**src/rtl/fire_mode_icon_renderer_pkg.sv**
```systemverilog
// rtl/fire_mode_icon_renderer_pkg.sv - shared pixel codes, colours and fire-mode encodings for the icon renderer
package fire_mode_icon_renderer_pkg;

    // Sprite geometry is fixed by the memory layout (48*24 = 1152 words)
    localparam int ICON_W = 48;
    localparam int ICON_H = 24;

    typedef enum logic [1:0] {
        PIX_TRANSPARENT = 2'b00,
        PIX_WHITE       = 2'b01,
        PIX_GOLD        = 2'b10,
        PIX_RED         = 2'b11
    } pix_code_e;

    localparam logic [23:0] RGB_TRANSPARENT = 24'h000000;
    localparam logic [23:0] RGB_WHITE       = 24'hFFFFFF;
    localparam logic [23:0] RGB_GOLD        = 24'hFFD700;
    localparam logic [23:0] RGB_RED         = 24'hFF2020;

    // Shared with sprite memory and game logic; codes 2 and 3 both show one bullet
    typedef enum logic [1:0] {
        FIRE_THREE   = 2'd0,
        FIRE_FIVE    = 2'd1,
        FIRE_ONE     = 2'd2,
        FIRE_ONE_ALT = 2'd3
    } fire_mode_e;

    function automatic logic [23:0] pix_to_rgb(input logic [1:0] code);
        logic [23:0] rgb;
        case (code)
            PIX_WHITE: rgb = RGB_WHITE;
            PIX_GOLD:  rgb = RGB_GOLD;
            PIX_RED:   rgb = RGB_RED;
            default:   rgb = RGB_TRANSPARENT;
        endcase
        return rgb;
    endfunction

endpackage

```
**src/rtl/fire_mode_icon_renderer_flash_ctrl.sv**
```systemverilog
// rtl/fire_mode_icon_renderer_flash_ctrl.sv - frame-synchronous displayed-mode latch, flash counter and blink phase
module icon_flash_ctrl #(
    parameter int FLASH_FRAMES = 60,
    parameter int BLINK_HALF   = 8,
    parameter int FLASH_W      = $clog2(FLASH_FRAMES + 1)
) (
    input  logic               clk,
    input  logic               rst_n,
    input  logic               i_frame_start,
    input  logic [1:0]         i_fire_mode_req,
    output logic [1:0]         o_disp_mode,
    output logic [FLASH_W-1:0] o_flash_cnt,
    output logic               o_blink_off
);

    localparam int               LP_BLINK_BIT = $clog2(BLINK_HALF);
    localparam logic [FLASH_W-1:0] LP_FLASH_LOAD = FLASH_W'(FLASH_FRAMES);

    logic [1:0]         r_disp_mode;
    logic [FLASH_W-1:0] r_flash_cnt;

    // Mode and flash counter only move at frame boundaries so the icon never tears mid-frame
    always_ff @(posedge clk) begin
        if (!rst_n) begin
            r_disp_mode <= 2'd0;
            r_flash_cnt <= '0;
        end else if (i_frame_start) begin
            r_disp_mode <= i_fire_mode_req;
            if (i_fire_mode_req != r_disp_mode) begin
                r_flash_cnt <= LP_FLASH_LOAD;
            end else if (r_flash_cnt != '0) begin
                r_flash_cnt <= r_flash_cnt - 1'b1;
            end
        end
    end

    assign o_disp_mode = r_disp_mode;
    assign o_flash_cnt = r_flash_cnt;
    assign o_blink_off = (r_flash_cnt != '0) && r_flash_cnt[LP_BLINK_BIT];

endmodule

```
**src/rtl/fire_mode_icon_renderer.sv**
```systemverilog
// rtl/fire_mode_icon_renderer.sv - beam-to-sprite address generator and 3-stage pixel colour pipeline for the fire-mode icon
module fire_mode_icon_renderer
    import fire_mode_icon_renderer_pkg::*;
#(
    parameter logic [9:0] ICON_X       = 10'd576,
    parameter logic [9:0] ICON_Y       = 10'd8,
    parameter int         FLASH_FRAMES = 60,
    parameter int         BLINK_HALF   = 8
) (
    input  logic        clk,
    input  logic        rst_n,
    input  logic [9:0]  h_count,
    input  logic [9:0]  v_count,
    input  logic        video_on,
    input  logic        frame_start,
    input  logic [1:0]  fire_mode_req,
    output logic [1:0]  mem_fire_mode,
    output logic [10:0] mem_address,
    input  logic [1:0]  mem_pixel_data,
    output logic [23:0] icon_rgb,
    output logic        icon_opaque
);

    localparam logic [9:0] LP_X_END = ICON_X + 10'(ICON_W);
    localparam logic [9:0] LP_Y_END = ICON_Y + 10'(ICON_H);
    localparam int         LP_FLASH_W = $clog2(FLASH_FRAMES + 1);

    logic [1:0]            w_disp_mode;
    logic [LP_FLASH_W-1:0] w_flash_cnt;
    logic                  w_blink_off;
    logic                  w_in_box;
    logic [9:0]            w_dx;
    logic [9:0]            w_dy;
    logic [10:0]           w_dy11;
    logic [10:0]           w_addr;

    logic [10:0] r_mem_address;
    logic        r_v0;
    logic        r_v1;
    logic [23:0] r_icon_rgb;
    logic        r_icon_opaque;

    icon_flash_ctrl #(
        .FLASH_FRAMES (FLASH_FRAMES),
        .BLINK_HALF   (BLINK_HALF),
        .FLASH_W      (LP_FLASH_W)
    ) u_flash (
        .clk             (clk),
        .rst_n           (rst_n),
        .i_frame_start   (frame_start),
        .i_fire_mode_req (fire_mode_req),
        .o_disp_mode     (w_disp_mode),
        .o_flash_cnt     (w_flash_cnt),
        .o_blink_off     (w_blink_off)
    );

    assign w_in_box = video_on
                   && (h_count >= ICON_X) && (h_count < LP_X_END)
                   && (v_count >= ICON_Y) && (v_count < LP_Y_END);
    assign w_dx   = h_count - ICON_X;
    assign w_dy   = v_count - ICON_Y;
    assign w_dy11 = {1'b0, w_dy};
    // dy*48 as two shifts; row stride is fixed by the sprite memory layout
    assign w_addr = (w_dy11 << 5) + (w_dy11 << 4) + {1'b0, w_dx};

    // Stage 0: register the sprite address; out-of-box beams park the address at 0
    always_ff @(posedge clk) begin
        if (!rst_n) begin
            r_mem_address <= 11'd0;
            r_v0          <= 1'b0;
        end else begin
            r_mem_address <= w_in_box ? w_addr : 11'd0;
            r_v0          <= w_in_box;
        end
    end

    // Stage 1: track validity while the memory performs its registered read; blink hides the icon here
    always_ff @(posedge clk) begin
        if (!rst_n) begin
            r_v1 <= 1'b0;
        end else begin
            r_v1 <= r_v0 & ~w_blink_off;
        end
    end

    // Stage 2: map the returned pixel code to colour and opacity
    always_ff @(posedge clk) begin
        if (!rst_n) begin
            r_icon_rgb    <= 24'd0;
            r_icon_opaque <= 1'b0;
        end else begin
            r_icon_opaque <= r_v1 && (mem_pixel_data != PIX_TRANSPARENT);
            r_icon_rgb    <= r_v1 ? pix_to_rgb(mem_pixel_data) : RGB_TRANSPARENT;
        end
    end

    assign mem_fire_mode = w_disp_mode;
    assign mem_address   = r_mem_address;
    assign icon_rgb      = r_icon_rgb;
    assign icon_opaque   = r_icon_opaque;

endmodule

```
**config.mk**
```make
export PLATFORM = sky130hd
export DESIGN_NAME = fire_mode_icon_renderer
export DESIGN_NICKNAME = d
export VERILOG_FILES = /design/src/rtl/fire_mode_icon_renderer_pkg.sv /design/src/rtl/fire_mode_icon_renderer_flash_ctrl.sv /design/src/rtl/fire_mode_icon_renderer.sv
export SDC_FILE = /design/constraint.sdc
export NUM_CORES = 1
export LEC_CHECK = 0
export CAP_MARGIN = 20
export CORE_ASPECT_RATIO = 0.75
export CORE_MARGIN = 1
export CORE_UTILIZATION = 43
export CTS_BUF_LIST = sky130_fd_sc_hd__clkbuf_4 sky130_fd_sc_hd__clkbuf_8 sky130_fd_sc_hd__clkbuf_16
export CTS_CLUSTER_DIAMETER = 120
export DETAILED_ROUTE_END_ITERATION = 7
export GPL_TIMING_DRIVEN = 0
export PLACE_DENSITY = 0.8
export SYNTH_ARGS = -nofsm -noshare
export SYNTH_HDL_FRONTEND = slang
export SYNTH_SLANG_ARGS = --single-unit
```
**constraint.sdc**
```tcl
create_clock -name clk -period 3.92 [get_ports clk]
set_clock_uncertainty 0.2 [all_clocks]
set_input_delay 0.784 -clock clk [delete_from_list [all_inputs] [get_ports clk]]
set_output_delay 0.784 -clock clk [all_outputs]
set_load 0.02 [all_outputs]
```
==> results.tsv <==
stage	metric	value	unit
critical_path	crit path from	v_count[3]	
final_layout	Area growth syn-to-layout	46.4	%
timing	fin. max-slew vios	0	
yosys	synthesized area	1640	sq um
placement	HPWL after detailed placement	2.65	mm
floorplan	I/O pins	66	
clock_network	post-CTS resize count	0	
yosys	Synth Warn #	0	
timing	final hold vios	0	
timing	sum of negative setup slack	0	ns
critical_path	slowest stage cell, crit path	clkdlybuf4s50_1	
final_layout	share of cells above drive strength 1	12.8	%
detailed_routing	vias per inst	4.58	
timing	unrepaired setup endpoints after global routing	false	
yosys	Unique masters post-synth	38	
yosys	Post-synth EDFFs	0	
critical_path	WP data arrival	3.29	ns
power_and_ir_drop	Cell Int Power	0.459	mW
clock_network	CTS H-tree lvls	1	
detailed_routing	Wirelength per Cell	10.5	um
clock_network	CTS tree	yes	
clock_network	clk slew on worst S/H paths	0.09	ns
placement	IO Port Bufs	64	
timing	Setup violations, final	0	
yosys	asr flop ratio synth	0	%
critical_path	reg2reg start	u_flash.o_flash_cnt[0]	
global_routing	initial antenna violation count	0	
floorplan	Initial Util	44.7	%
outcome	violated checks	DRC	
critical_path	startpoint class of the critical path	input pin	
job	maxcap violations	0	
global_routing	grt total ovfl	0	
global_routing	vias in the first global route	1266	
power_and_ir_drop	Reg power frac	43.8	%
detailed_routing	drt first pass iters	6	
floorplan	FP Rows	19	
clock_network	Skew-Pair Late Insertion Delay	0.26	ns
yosys	synth top area cells	dfxtp_1 (32%), ha_1 (12%), buf_4 (9.2%)	
yosys	ys flop type	dfxtp_1	
yosys	register area share after synthesis	31.8	%
critical_path	Worst Path Max Fanout	5	
placement	routability cong.	0.811	
final_layout	Final #Nets	293	
clock_network	clk sink count	26	
power_and_ir_drop	Clock Power Share	26.7	%
timing	minimum clock period after layout	3.29	ns
critical_path	Critical Path, Cell by Cell	clkdlybuf4s50_1, inv_1, ha_1, fa_1, inv_1, ha_1, or2_2, a21o_1, a21oi_1	
detailed_routing	Routed Antenna Nets	0	
clock_network	Inserted Clock Buffers	3	
detailed_routing	drt total wl	3.10	mm
clock_network	CTS Hold Bufs	0	
global_routing	first-pass GRT wire length	5.30	mm
floorplan	die height	55.4	um
yosys	Synth Instances	175	
yosys	Synthesized Nets	224	
hold_path	Hold WC Path Type	flop to flop	
yosys	synthesis-stage register bit count	26	
floorplan	die area	4060	sq um
power_and_ir_drop	Comb power frac	29.5	%
power_and_ir_drop	worst-case vdd ir drop	0.157	mV
final_layout	diode count	0	
detailed_routing	number of remaining DRC errors	2	
power_and_ir_drop	power density over the cells	265	nW/um^2
critical_path	WS Path Type	input pin to flop	
timing	Worst Hold Slack	0.274	ns
critical_path	crit end category	flop	
clock_network	Setup Fix Bufs, Post-CTS	0	
yosys	Mean Syn Cell Area	9.36	sq um
timing	Slew HR	67.0	%
global_routing	largest net degree at the start of global routing	15	
clock_network	clock root buffer	clkbuf_8	
hold_path	min-delay src	r_v0	
timing	Worst-Margin Slew	0.491	ns
detailed_routing	via count	1350	
power_and_ir_drop	switching pwr	0.178	mW
floorplan	die width	73.3	um
power_and_ir_drop	leak pwr	1.06	nW
floorplan	total core area	3660	sq um
yosys	Synth top area share	31.8	%
critical_path	critical path data required time	3.92	ns
power_and_ir_drop	sw frac	27.9	%
yosys	dominant cell type by area after synthesis	dfxtp_1	
clock_network	CTS max path bufs	2	
critical_path	slowest stage delay, CP	0.59	ns
detailed_routing	Iter 0 DRT Violations	57	
outcome	outcome	complete, but fails checks	
timing	fin crit share	84.0	%
global_routing	GRT Util Overall	16.5	%
timing	f_max	304	MHz
[synth_stat cells, drive strengths merged (3+ instances only)]
cell type / number
mux2i: 4
nor2b: 3
nand2: 8
or4: 3
nor3: 4
xnor2: 7
inv: 16
nor2: 11
xor2: 3
and3: 3
fa: 5
a21o: 3
buf: 20
a21boi: 4
dfxtp: 26
ha: 16
o21ai: 4
and2: 7
a21oi: 3
a211oi: 3
[power by group through the flow]
stage               Clock (mW)  Sequential (mW)  Combinational, mW
finish                   0.170            0.279              0.188
global route             0.186            0.281              0.214
CTS                      0.175            0.279              0.189
floorplan                    0            0.285              0.128
detailed placement           0            0.285              0.188
global placement             0            0.285              0.182
[placed cells by master, fill, tap and decap left out]
| cell type | Yosys | final |
|---|---|---|
| dfxtp_1 | 26 | 26 |
| or4b_2 | 1 | 1 |
| or4_1 | 2 | 2 |
| nor4_1 | 1 | 1 |
| and2_1 | 7 | 7 |
| ha_1 | 16 | 16 |
| nor2_1 | 11 | 11 |
| a21oi_1 | 3 | 3 |
| and3_1 | 3 | 3 |
| a211oi_1 | 3 | 3 |
| xnor2_1 | 7 | 7 |
| or3_1 | 2 | 2 |
| fa_1 | 5 | 5 |
| o21ai_0 | 4 | 4 |
| clkbuf_8 | 0 | 4 |
| inv_2 | 1 | 1 |
| a41o_1 | 1 | 1 |
| xor2_1 | 3 | 3 |
| or2_2 | 2 | 2 |
| o21bai_1 | 1 | 1 |
| nor2b_1 | 3 | 3 |
| o31ai_1 | 1 | 1 |
| or4_4 | 1 | 1 |
| xnor3_1 | 1 | 1 |
| a31o_2 | 1 | 1 |
| a21o_1 | 3 | 3 |
| o221a_2 | 1 | 1 |
| a21boi_0 | 4 | 4 |
| clkdlybuf4s50_1 | 0 | 64 |
| nand4b_1 | 1 | 1 |
| a31oi_1 | 2 | 2 |
| clkbuf_1 | 2 | 2 |
| o21a_1 | 2 | 2 |
| nand2_1 | 8 | 8 |
| nand3_1 | 2 | 2 |
| mux2i_1 | 4 | 4 |
| nor3_1 | 4 | 4 |
| buf_4 | 20 | 20 |
| inv_1 | 15 | 15 |
| nor3b_1 | 1 | 1 |
[layout make-up]
type                    instances  area, sq um
fillers                       309         1260
plain buffers                  22          158
multi-input cells             111          900
flip-flops and latches         26          520
well taps                      52         65.1
repair buffers                 64          641
inverters                      16         60.1
clock buffers                   4         55.1
[through the flow]
step / setup slack (ns) / cell area, sq um / power (mW) / util (%) / std cells
2_1_floorplan: 0.928 / 1640 / 0.413 / - / 175
3_3_place_gp: 0.395 / 2340 / 0.467 / 64.0 / 291
3_5_place_dp: 0.341 / 2340 / 0.473 / 64.0 / 291
4_1_cts: 0.619 / 2400 / 0.643 / 65.5 / 295
5_1_grt: 0.512 / 2400 / 0.681 / 65.5 / 295
6_report: 0.627 / 2400 / 0.636 / 65.5 / 295
[metal layers]
metal | vias to the layer above | track usage [%] | share of wire [%]
met2 | 53 | 27.2 | 45
met1 | 595 | 22.0 | 48
met4 | 0 | 4.20 | 0
met3 | 0 | 2.92 | 6.8
met5 | - | 0 | 0
li1 | 702 | - | -
[logic make-up after synthesis]
family,count (synthesis),synth area share (%)
AND/OR/NAND/NOR,49,16.3
buffers and inverters,38,13.3
multiplexers,4,2.44
XOR/XNOR,11,6.72
AO/OA/AOI/OAI,26,11.2
flip-flops,26,31.8
adder cells (fa/ha/maj),21,18.3
[worst paths after layout]
path | to | slack (ns) | cells after the start
min reg2reg | r_v1 | 0.27 | 1
max reg2reg | u_flash.o_flash_cnt[3] | 1.85 | 6
max | mem_address[10] | 0.63 | 9
min | r_v1 | 0.27 | 1
[worst max-delay path: cells and delay by family]
family / cells / cell delay [ns]
adders and majority gates: 3 / 1.17
buffers and inverters: 3 / 0.71
and+or+nand+nor: 1 / 0.32
AOI/OAI and AO/OA: 2 / 0.32
[flip-flops by register name, indices dropped and copies added (netlist names)]
name	cells
r_v1	1
r_v0	1
u_flash.o_disp_mode	2
u_flash.o_flash_cnt	6
icon_rgb	4
icon_opaque	1
mem_address	11
(Power assumes the default switching activity.)
